File: config.mk
export PLATFORM = sky130hd
export DESIGN_NAME = conv_stack_sequencer
export DESIGN_NICKNAME = d
export VERILOG_FILES = /design/src/rtl/conv_pkg.sv /design/src/rtl/mac_watchdog.sv /design/src/rtl/conv_stack_sequencer.sv
export SDC_FILE = /design/constraint.sdc
export NUM_CORES = 1
export LEC_CHECK = 0
export CELL_PAD_IN_SITES_DETAIL_PLACEMENT = 0
export CELL_PAD_IN_SITES_GLOBAL_PLACEMENT = 2
export CORE_ASPECT_RATIO = 1.2
export CORE_MARGIN = 1
export CORE_UTILIZATION = 28
export DETAILED_ROUTE_END_ITERATION = 10
export MAX_ROUTING_LAYER = met4
export PLACE_DENSITY_LB_ADDON = 0.1
export SYNTH_ARGS = -nofsm -noshare
export SYNTH_HDL_FRONTEND = slang
export SYNTH_SLANG_ARGS = --single-unit
File: constraint.sdc
create_clock -name clk -period 1.9 [get_ports clk]
set_input_delay 0.19 -clock clk [delete_from_list [all_inputs] [get_ports clk]]
set_output_delay 0.19 -clock clk [all_outputs]
set_load 0.01 [all_outputs]
File: src/rtl/conv_pkg.sv
// Shared types for the dilated conv stack: sequencer states and the
// layer-select width helper used by the sequencer and MAC datapath.
package conv_pkg;

  typedef enum logic [2:0] {
    IDLE,
    SHIFT,
    START,
    WAIT,
    OUT
  } seq_state_t;

  function automatic int layer_w(input int n);
    return (n > 1) ? $clog2(n) : 1;
  endfunction

endpackage

File: src/rtl/mac_watchdog.sv
// Cycle counter guarding the shared MAC; flags a lost mac_done once
// the MAC has been waited on for MAC_TIMEOUT cycles.
module mac_watchdog #(
  parameter int MAC_TIMEOUT = 64
) (
  input  logic clk,
  input  logic rst,
  input  logic clear,
  input  logic enable,
  output logic expired
);

  localparam int CW = $clog2(MAC_TIMEOUT);

  logic [CW-1:0] cnt_q;
  logic [CW-1:0] cnt_d;

  assign expired = enable &&
    (cnt_q == CW'(MAC_TIMEOUT - 1));

  always_comb begin
    cnt_d = cnt_q;
    if (clear) begin
      cnt_d = '0;
    end else if (enable && !expired) begin
      cnt_d = cnt_q + CW'(1);
    end
  end

  always_ff @(posedge clk) begin
    if (rst) begin
      cnt_q <= '0;
    end else begin
      cnt_q <= cnt_d;
    end
  end

endmodule

File: src/rtl/conv_stack_sequencer.sv
// Per-sample layer walker: shifts each layer cache, runs the shared
// MAC on it, and flags the final-layer result as network output.
module conv_stack_sequencer
  import conv_pkg::*;
#(
  parameter int NUM_LAYERS  = 4,
  parameter int MAC_TIMEOUT = 64,
  localparam int LAYER_W    = layer_w(NUM_LAYERS)
) (
  input  logic                  clk,
  input  logic                  rst,
  input  logic                  sample_valid,
  output logic                  sample_ready,
  output logic [LAYER_W-1:0]    layer_sel,
  output logic [NUM_LAYERS-1:0] cache_shift,
  output logic                  mac_start,
  input  logic                  mac_done,
  output logic                  out_valid,
  output logic                  busy,
  output logic                  err_timeout,
  input  logic                  clear_err
);

  localparam logic [LAYER_W-1:0] LAST =
    LAYER_W'(NUM_LAYERS - 1);

  seq_state_t         state_q;
  seq_state_t         state_d;
  logic [LAYER_W-1:0] layer_q;
  logic [LAYER_W-1:0] layer_d;
  logic               err_q;
  logic               err_d;
  logic               wd_expired;

  mac_watchdog #(
    .MAC_TIMEOUT(MAC_TIMEOUT)
  ) u_wd (
    .clk    (clk),
    .rst    (rst),
    .clear  (state_q == START),
    .enable (state_q == WAIT),
    .expired(wd_expired)
  );

  always_comb begin
    state_d = state_q;
    layer_d = layer_q;
    err_d   = err_q;
    if (clear_err) begin
      err_d = 1'b0;
    end
    unique case (state_q)
      IDLE: begin
        layer_d = '0;
        if (sample_valid) begin
          state_d = SHIFT;
        end
      end
      SHIFT: state_d = START;
      START: state_d = WAIT;
      WAIT: begin
        // A done on the expiry cycle still counts as a good result.
        if (mac_done) begin
          if (layer_q == LAST) begin
            state_d = OUT;
          end else begin
            layer_d = layer_q + LAYER_W'(1);
            state_d = SHIFT;
          end
        end else if (wd_expired) begin
          err_d   = 1'b1;
          layer_d = '0;
          state_d = IDLE;
        end
      end
      OUT: begin
        layer_d = '0;
        state_d = IDLE;
      end
      default: begin
        layer_d = '0;
        state_d = IDLE;
      end
    endcase
  end

  always_ff @(posedge clk) begin
    if (rst) begin
      state_q <= IDLE;
      layer_q <= '0;
      err_q   <= 1'b0;
    end else begin
      state_q <= state_d;
      layer_q <= layer_d;
      err_q   <= err_d;
    end
  end

  always_comb begin
    cache_shift = '0;
    for (int i = 0; i < NUM_LAYERS; i++) begin
      cache_shift[i] = (state_q == SHIFT) &&
        (layer_q == LAYER_W'(i));
    end
  end

  assign sample_ready = (state_q == IDLE);
  assign busy         = (state_q != IDLE);
  assign mac_start    = (state_q == START);
  assign out_valid    = (state_q == OUT);
  assign layer_sel    = layer_q;
  assign err_timeout  = err_q;

endmodule

==> results of run 1 <==
power by group through the flow:
stage / combinational, mW / sequential, mW / clock, mW
after floorplan: 0.0722 / 0.268 / 0
after global placement: 0.118 / 0.269 / 0
after detailed placement: 0.118 / 0.269 / 0
after CTS: 0.120 / 0.263 / 0.164
after global routing: 0.129 / 0.265 / 0.176
final: 0.117 / 0.264 / 0.153
metal layers:
metal / track usage (%) / wire length [µm] / up-vias
li1: - / - / 321
met1: 14.9 / 638 / 277
met2: 20.5 / 790 / 6
met3: 2.85 / 36 / 2
met4: 5.95 / 16 / 0
met5: - / 0 / -
cell usage in the layout (no fill, tap or decap), drive strengths merged, types with 2 or more instances in the layout:
cell and instances:
clkdlybuf4s50 15, dfxtp 12, nor2 10, nor3 5
ha 5, inv 4, and2 4, nand2 4
nor3b 4, xor2 3, clkbuf 3, buf 3
mux2i 2, nor4 2, a21oi 2, or2 2
o21ai 2
area by class of cell:
cell class                      count  area [µm²]
Fill cell                         258        1420
Multi-Input combinational cell     61         439
Sequential cell                    12         241
Timing Repair Buffer               18         173
Tap cell                           31        38.8
Clock buffer                        3        22.5
Inverter                            4        15.0
cells by family after synthesis:
group           share of synthesized area, %
fa+ha+maj                               8.77
xor+xnor                                3.68
buf+inv                                 5.44
mux                                     4.39
flops                                   33.7
simple gates                            31.1
compound gates                          13.0
repair_timing:
action	4_1_cts	5_1_grt
hold endpoints to repair	0	0
setup endpoints to repair	4	4
resized for setup	1	1
pin swaps	0	1
flip-flops by register name, indices dropped and copies added (netlist names):
register,count
err_timeout,1
layer_sel,2
state_q,3
u_wd.cnt_q,6
path summary, 6_finish.rpt:
path,from,to,slack [ns]
setup / recovery,state_q[2]$_SDFFE_PP0P_,cache_shift[1],0.12
hold / removal,err_timeout$_SDFF_PP0_,err_timeout$_SDFF_PP0_,0.49
setup reg to reg,u_wd.cnt_q[0]$_SDFFE_PP0P_,layer_sel[0]$_SDFFE_PP0P_,0.42
hold reg to reg,err_timeout$_SDFF_PP0_,err_timeout$_SDFF_PP0_,0.49
critical path, stage by stage (launching register included):
cell and delay, ns:
dfxtp_2 0.37, nor3b_2 0.25, and2_1 0.18, clkdlybuf4s50_1 0.53
==> results.md, run 1 <==
- CTS tree: yes
- Post-CTS Hold Fix Bufs: 0
- Hold Crit Depth: 2
- Final setup fails: 0
- Hold WC Path Type: register to register
- Crit-path max FO: 8
- Die ar.: 2750 µm²
- HPWL Detailed: 1200 µm
- Iter 0 DRT Violations: 6
- # placed instances: 126
- Gate count after technology mapping: 80
- Die Y-Extent: 57.3 µm
- Pre-CTS WS: 0.196 ns
- Combinational power share: 22.0%
- Layout Cells excl Fill: 129
- Syn Area/Cell: 8.91 µm²
- FMAX: 0.563 GHz
- Final worst slack: 0.123 ns
- PD cells: 574 nW/µm²
- Mapped Area: 713 µm²
- YS warnings: 0
- Crit path DAT: 1.59 ns
- Post-synthesis cell type count: 36
- WHS: 0.486 ns
- Worst path required time: 1.71 ns
- Register area share after synthesis: 33.7%
- Most frequent cell after synthesis: dfxtp_1
- Biggest area consumer among synthesized cells: dfxtp_1
- Util after Layout: 39.5%
- Layout cell share with drive strength beyond 1: 15.3%
- Largest net degree at the start of global routing: 10
- Inserted Clock Buffers: 3
- Post-synth top cells: 12 x dfxtp_1, 10 x nor2_1, 5 x ha_1, 5 x nor3_1
- Worst slew pin tran: 0.361 ns
- Via Count: 606
- Area Overhead vs Synth: 30.4%
- RSZ-0062 raised after global routing: false
- Post-synth EDFFs: 0
- Initial antenna violation count: 0
- CP startpoint kind: register
- Max-slew violation count: 0
- Vias per cell: 4.70
- Ant diodes: 0
- FF+latch count, synth: 12
- Clock transition at the registers of the reported paths: 0.07 ns
- Gr ovfl total: 0
- Finished Cell Area: 930 µm²
- DP Area: 901 µm²
- Drt wl/cell: 11.5 µm
- Overall Power: 0.534 mW
- Fin. Hold Viols: 0
- Ys flop type: dfxtp_1
- Starting Density: 30.3%
- Leak pwr: 0.359 nW
- Sw Ratio: 26.4%
- Final wirelength: 1480 µm
- Tot GR Track Use: 12.9%
- Share of the synthesized area in the top cell type: 33.7%
- Routability cong.: 0.763
- Number of global-route vias before repair: 581
- Post-CTS Setup Bufs: 0
- Max clock buf depth: 2
- CP Class: register to output pin
- 1st-pass router iterations: 4
- Top cells by area, synth: dfxtp_1 34%, ha_1 8.8%, nor2_1 5.3%
- Root buffer cell: clkbuf_4
- CP Capture Type: output pin
- Max-slew headroom: 75.9%
- First-pass GRT wire length: 2450 µm
- H-tree Lvls: 1
- Worst r2r path cells: 5
- Sequential group share of total power: 49.4%
- Max Clock Skew: 0.00266 ns
- Syn nets: 90
- VDD IR max: 276 µV
- Switching power: 0.141 mW
- Core area: 2350 µm²
- Internal: 0.393 mW
- DRC: 0
- Worst-Skew Late Latency: 0.26 ns
- Chip Width: 48.1 µm
- Final period util: 93.5%
- Clock Power Share: 28.6%
- IO Pins: 16
- Post-synth ARST share: 0%
- Max_cap viols: 0
- # rows: 19
- Outcome: finished clean
- IO buf count: 15
- CTS sink cnt: 12
- Routed Antenna Nets: 0
- Final #Nets: 110
- Setup TNS: 0 ns
- Clock period minus worst slack: 1.78 ns
Power figures use the tool's default switching activity.
==> run 2: changes to the inputs <==
--- a/config.mk
+++ b/config.mk
@@ -12,7 +12,7 @@
 export CORE_UTILIZATION = 28
 export DETAILED_ROUTE_END_ITERATION = 10
 export MAX_ROUTING_LAYER = met4
-export PLACE_DENSITY_LB_ADDON = 0.1
+export PLACE_DENSITY = 0.81
 export SYNTH_ARGS = -nofsm -noshare
 export SYNTH_HDL_FRONTEND = slang
 export SYNTH_SLANG_ARGS = --single-unit
==> results.md, run 2 (same netlist as run 1, synthesis figures left out) <==
- Outcome: finished clean
- IO Pins: 16 (unchanged)
- Hold WC Path Type: register to register
- Final worst slack: 0.121 ns (-0.00193 ns)
- Clock period minus worst slack: 1.78 ns (+0.00194 ns)
- 1st-pass router iterations: 4 (unchanged)
- IO buf count: 15 (unchanged)
- Worst path required time: 1.71 ns (about the same)
- Max clock buf depth: 2 (unchanged)
- Setup TNS: 0 ns (unchanged)
- H-tree Lvls: 1 (unchanged)
- First-pass GRT wire length: 2640 µm (+7.9%)
- RSZ-0062 raised after global routing: false
- Worst slew pin tran: 0.387 ns (+0.0259 ns)
- Number of global-route vias before repair: 603 (+3.8%)
- CP startpoint kind: register
- VDD IR max: 344 µV (+25%)
- Largest net degree at the start of global routing: 11 (+1)
- Inserted Clock Buffers: 3 (unchanged)
- Max FFs per register: 6 (unchanged)
- Final wirelength: 1600 µm (+8.0%)
- Die ar.: 2750 µm² (unchanged)
- CP Class: register to output pin
- Max-slew violation count: 0 (unchanged)
- Routability cong.: 0.735 (-3.6%)
- FMAX: 0.562 GHz (-0.11%)
- CP Capture Type: output pin
- Max_cap viols: 0 (unchanged)
- Ant diodes: 0 (unchanged)
- Worst r2r src: u_wd.cnt_q[0]$_SDFFE_PP0P_
- Reg2reg setup slack: 0.40 ns (-0.02 ns)
- Crit path DAT: 1.59 ns (about the same)
- Worst r2r path cells: 5 (unchanged)
- HPWL Detailed: 1230 µm (+2.2%)
- Post-CTS Hold Fix Bufs: 0 (unchanged)
- Starting Density: 30.3% (unchanged)
- Max Clock Skew: 0.00299 ns (+0.000332 ns)
- Layout Cells excl Fill: 128 (-0.78%)
- Layout cell share with drive strength beyond 1: 16.5% (+1.2 points)
- DRC: 0 (unchanged)
- # placed instances: 125 (-0.79%)
- Root buffer cell: clkbuf_4
- Final period util: 93.6% (+0.10 points)
- Routed Antenna Nets: 0 (unchanged)
- Max-slew headroom: 74.2% (-1.7 points)
- PD cells: 576 nW/µm² (+0.21%)
- CTS tree: yes
- Gr ovfl total: 0 (unchanged)
- Final setup fails: 0 (unchanged)
- Leak pwr: 0.354 nW (-1.5%)
- Fill count: 248 (-3.9%)
- Reg with most FFs: u_wd.cnt_q
- # rows: 19 (unchanged)
- Vias per cell: 4.94 (+5.1%)
- CP endpoint: cache_shift[0]
- Drt wl/cell: 12.5 µm (+8.8%)
- Pre-CTS WS: 0.269 ns (+0.0735 ns)
- Worst-Skew Late Latency: 0.27 ns (about the same)
- Worst Setup SP: layer_sel[0]$_SDFFE_PP0P_
- Crit-path max FO: 5 (-3)
- Fin. Hold Viols: 0 (unchanged)
- FF-to-FF End: layer_sel[0]$_SDFFE_PP0P_
- Commonest cells after routing, fill and taps aside: 15 x clkdlybuf4s50_1, 10 x nor2_1, 9 x dfxtp_1
- Area Overhead vs Synth: 30.5%
- Clock transition at the registers of the reported paths: 0.07 ns (about the same)
- Core area: 2350 µm² (unchanged)
- CTS sink cnt: 12 (unchanged)
- Die Y-Extent: 57.3 µm (unchanged)
- Final #Nets: 109 (-0.91%)
- Chip Width: 48.1 µm (unchanged)
- Iter 0 DRT Violations: 8 (+2)
- Overall Power: 0.536 mW (+0.35%)
- Tot GR Track Use: 14.0% (+1.1 points)
- Initial antenna violation count: 0 (unchanged)
- Most common cell after layout, fill and taps aside: clkdlybuf4s50_1
- Via Count: 632 (+4.3%)
## run 2: repair_timing
| item | CTS | global route |
|---|---|---|
| buffers inserted | 0 | 0 |
| endpoints found under the setup margin | 4 | 4 |
| gates resized for setup | 1 | 4 |
## run 2: worst min path at each step
stage                                     from                         end  slack [ns]  cells past startpoint
global route                      sample_valid     state_q[0]$_SDFFE_PP0P_        0.52                      3
detailed placement  u_wd.cnt_q[5]$_SDFFE_PP0P_  u_wd.cnt_q[5]$_SDFFE_PP0P_        0.49                      1
floorplan                                  rst      err_timeout$_SDFF_PP0_        0.26                      1
global placement    u_wd.cnt_q[5]$_SDFFE_PP0P_  u_wd.cnt_q[5]$_SDFFE_PP0P_        0.48                      1
finish              u_wd.cnt_q[5]$_SDFFE_PP0P_  u_wd.cnt_q[5]$_SDFFE_PP0P_        0.49                      1
CTS                 u_wd.cnt_q[5]$_SDFFE_PP0P_  u_wd.cnt_q[5]$_SDFFE_PP0P_        0.50                      1
## run 2: per-layer routing
metal | track usage, % | up-vias | routed length [µm]
li1 | - | 318 | -
met1 | 16.6 | 300 | 697
met2 | 21.6 | 12 | 828
met3 | 2.85 | 2 | 60
met4 | 7.14 | 0 | 13
met5 | - | - | 0
## run 2: power by group
part           switching (mW)  leakage [nW]  internal (mW)
Combinational          0.0493         0.242         0.0610
Clock                  0.0796        0.0138         0.0732
Sequential             0.0133        0.0983          0.259
Total                   0.142         0.354          0.394
## run 2: cell type report
class                           instances  area, µm²  share of cell area (%)
Multi-Input combinational cell         61        445                    47.8
Sequential cell                        12        244                    26.2
Timing Repair Buffer                   17        165                    17.7
Tap cell                               31       38.8                    4.17
Clock buffer                            3       22.5                    2.42
Inverter                                4       15.0                    1.61
## run 2: through the flow
stage	utilization [%]	instance area, µm²	hold slack (ns)
6_report	39.6	931	0.494
3_5_place_dp	38.0	893	0.486
2_1_floorplan	-	713	0.262
3_3_place_gp	38.0	893	0.476
4_1_cts	39.1	921	0.496
5_1_grt	39.6	931	0.523
## run 2: worst max-delay path, stage by stage (launching register included)
cell,delay [ns]
dfxtp_1,0.41
inv_1,0.08
ha_1,0.22
and2_1,0.14
clkdlybuf4s50_1,0.47
==> run 3: changes to the inputs <==
--- a/config.mk
+++ b/config.mk
@@ -13,6 +13,7 @@
 export DETAILED_ROUTE_END_ITERATION = 10
 export MAX_ROUTING_LAYER = met4
 export PLACE_DENSITY = 0.81
+export SETUP_SLACK_MARGIN = 0.5
 export SYNTH_ARGS = -nofsm -noshare
 export SYNTH_HDL_FRONTEND = slang
 export SYNTH_SLANG_ARGS = --single-unit
==> results.md, run 3 (same netlist as run 1, synthesis figures left out) <==
- WP buf/inv: 1 (-1)
- Tot GR Track Use: 14.9% (+0.94 points)
- Crit-path max FO: 5 (unchanged)
- Core area: 2350 µm² (unchanged)
- CTS sink cnt: 12 (unchanged)
- FF-to-FF End: u_wd.cnt_q[5]$_SDFFE_PP0P_
- Initial antenna violation count: 0 (unchanged)
- Commonest cells after routing, fill and taps aside: 10 x nor2_1, 7 x buf_4, 6 x clkdlybuf4s50_1
- # rows: 19 (unchanged)
- Overall Power: 0.538 mW (+0.32%)
- Clock period minus worst slack: 1.37 ns (-0.407 ns)
- Area Overhead vs Synth: 38.6%
- Iter 0 DRT Violations: 12 (+4)
- Hold Crit Depth: 2 (+1)
- FMAX: 0.729 GHz (+30%)
- Routed Antenna Nets: 0 (unchanged)
- Worst path top cell family by delay: buffers and inverters
- CP Capture Type: output pin
- Setup TNS: 0 ns (unchanged)
- Ant diodes: 0 (unchanged)
- Critical path's slowest cell: clkdlybuf4s50_1
- Root buffer cell: clkbuf_4
- CP startpoint kind: register
- Starting Density: 30.3% (unchanged)
- Routability cong.: 0.735 (unchanged)
- Inserted Clock Buffers: 3 (unchanged)
- H-tree Lvls: 1 (unchanged)
- Met3 Wirelength: 53 µm (-12%)
- CP Class: register to output pin
- HPWL Detailed: 1230 µm (unchanged)
- Max-slew headroom: 74.1% (-0.11 points)
- CP Cell Sequence: clkdlybuf4s50_1
- Worst-Skew Late Latency: 0.27 ns (about the same)
- Pre-CTS WS: 0.269 ns (unchanged)
- DR WL met2: 908 µm (+9.7%)
- Final period util: 72.2% (-21 points)
- 1st-pass router iterations: 4 (unchanged)
- Die Y-Extent: 57.3 µm (unchanged)
- Max_cap viols: 0 (unchanged)
- DRC: 0 (unchanged)
- Worst r2r path cells: 4 (-1)
- Die ar.: 2750 µm² (unchanged)
- IO buf count: 15 (unchanged)
- Hold Startpoint: err_timeout$_SDFF_PP0_
- Via Count: 635 (+0.47%)
- CTS tree: yes
- Max incr delay on CP: 0.55 ns (+0.08 ns)
- Layout cell share with drive strength beyond 1: 40.2% (+24 points)
- Fin. Hold Viols: 0 (unchanged)
- WP depth: 1 (-3)
- VDD IR max: 221 µV (-36%)
- Drt wl/cell: 12.7 µm (+1.4%)
- Largest net degree at the start of global routing: 8 (-3)
- Max FFs per register: 6 (unchanged)
- Clock transition at the registers of the reported paths: 0.07 ns (about the same)
- Gr ovfl total: 0 (unchanged)
- Fill count: 250 (+0.81%)
- Final wirelength: 1680 µm (+5.3%)
- Top sig layer: met4
- Final setup fails: 0 (unchanged)
- Reg with most FFs: u_wd.cnt_q
- Most common cell after layout, fill and taps aside: nor2_1
- Max clock buf depth: 2 (unchanged)
- Area taken by flip-flops and latches: 256 µm² (+5.1%)
- Outcome: finished clean
- RSZ-0062 raised after global routing: true
- PD cells: 544 nW/µm² (-5.5%)
- Vias per cell: 4.77 (-3.3%)
- Hold WC Path Type: register to register
- Final worst slack: 0.528 ns (+0.407 ns)
- Final #Nets: 114 (+4.6%)
- IO Pins: 16 (unchanged)
- Chip Width: 48.1 µm (unchanged)
- Multi-input logic area: 490 µm² (+10%)
- Worst r2r src: state_q[2]$_SDFFE_PP0P_
- Worst path required time: 1.71 ns (about the same)
- Max-slew violation count: 0 (unchanged)
- Number of global-route vias before repair: 652 (+8.1%)
- Crit path DAT: 1.18 ns (-0.41 ns)
- Hold endpoint: err_timeout$_SDFF_PP0_
- First-pass GRT wire length: 2810 µm (+6.3%)
- Worst slew pin tran: 0.388 ns (+0.00159 ns)
- Reg2reg setup slack: 0.54 ns (+0.14 ns)
- M1 wire length: 709 µm (+1.7%)
- Max Clock Skew: 0.00541 ns (+0.00242 ns)
- Leak pwr: 0.413 nW (+17%)
-- run 3: final cells by class --
| cell class | instances | area share, % |
|---|---|---|
| repair buffers | 22 | 16.7 |
| inverters | 4 | 1.52 |
| multi-input cells | 61 | 49.6 |
| flip-flops and latches | 12 | 25.9 |
| well taps | 31 | 3.92 |
| clock buffers | 3 | 2.28 |
-- run 3: power breakdown --
part	total [mW]	switching, mW	internal, mW
Sequential	0.268	0.0105	0.257
Clock	0.156	0.0832	0.0732
Combinational	0.114	0.0561	0.0575
Total	0.538	0.150	0.388
-- run 3: worst max path at each step --
| stage | from | to |
|---|---|---|
| floorplan | u_wd.cnt_q[0]$_SDFFE_PP0P_ | layer_sel[0]$_SDFFE_PP0P_ |
| global placement | mac_done | state_q[0]$_SDFFE_PP0P_ |
| detailed placement | state_q[2]$_SDFFE_PP0P_ | cache_shift[1] |
| CTS | state_q[1]$_SDFFE_PP0P_ | cache_shift[1] |
| global route | state_q[2]$_SDFFE_PP0P_ | u_wd.cnt_q[5]$_SDFFE_PP0P_ |
| finish | layer_sel[1]$_SDFFE_PP0P_ | layer_sel[1] |
-- run 3: routing by layer --
layer | vias to the layer above | GRT usage [%]
li1 | 325 | -
met1 | 298 | 17.0
met2 | 10 | 24.1
met3 | 2 | 2.85
met4 | 0 | 7.14
met5 | - | -
-- run 3: what timing repair did --
action,CTS,global route
hold buffers,0,0
pin swaps,4,4
resized for setup,41,11
endpoints found under the setup margin,18,12
setup buffers,3,2
-- run 3: stage by stage --
| step | util [%] | std cells | instance area (µm²) | hold slack (ns) |
|---|---|---|---|---|
| after floorplan | - | 80 | 713 | 0.262 |
| after global placement | 38.0 | 125 | 893 | 0.476 |
| after detailed placement | 38.0 | 125 | 893 | 0.486 |
| after CTS | 41.5 | 131 | 977 | 0.508 |
| after global routing | 42.0 | 133 | 988 | 0.523 |
| final | 42.0 | 133 | 988 | 0.496 |
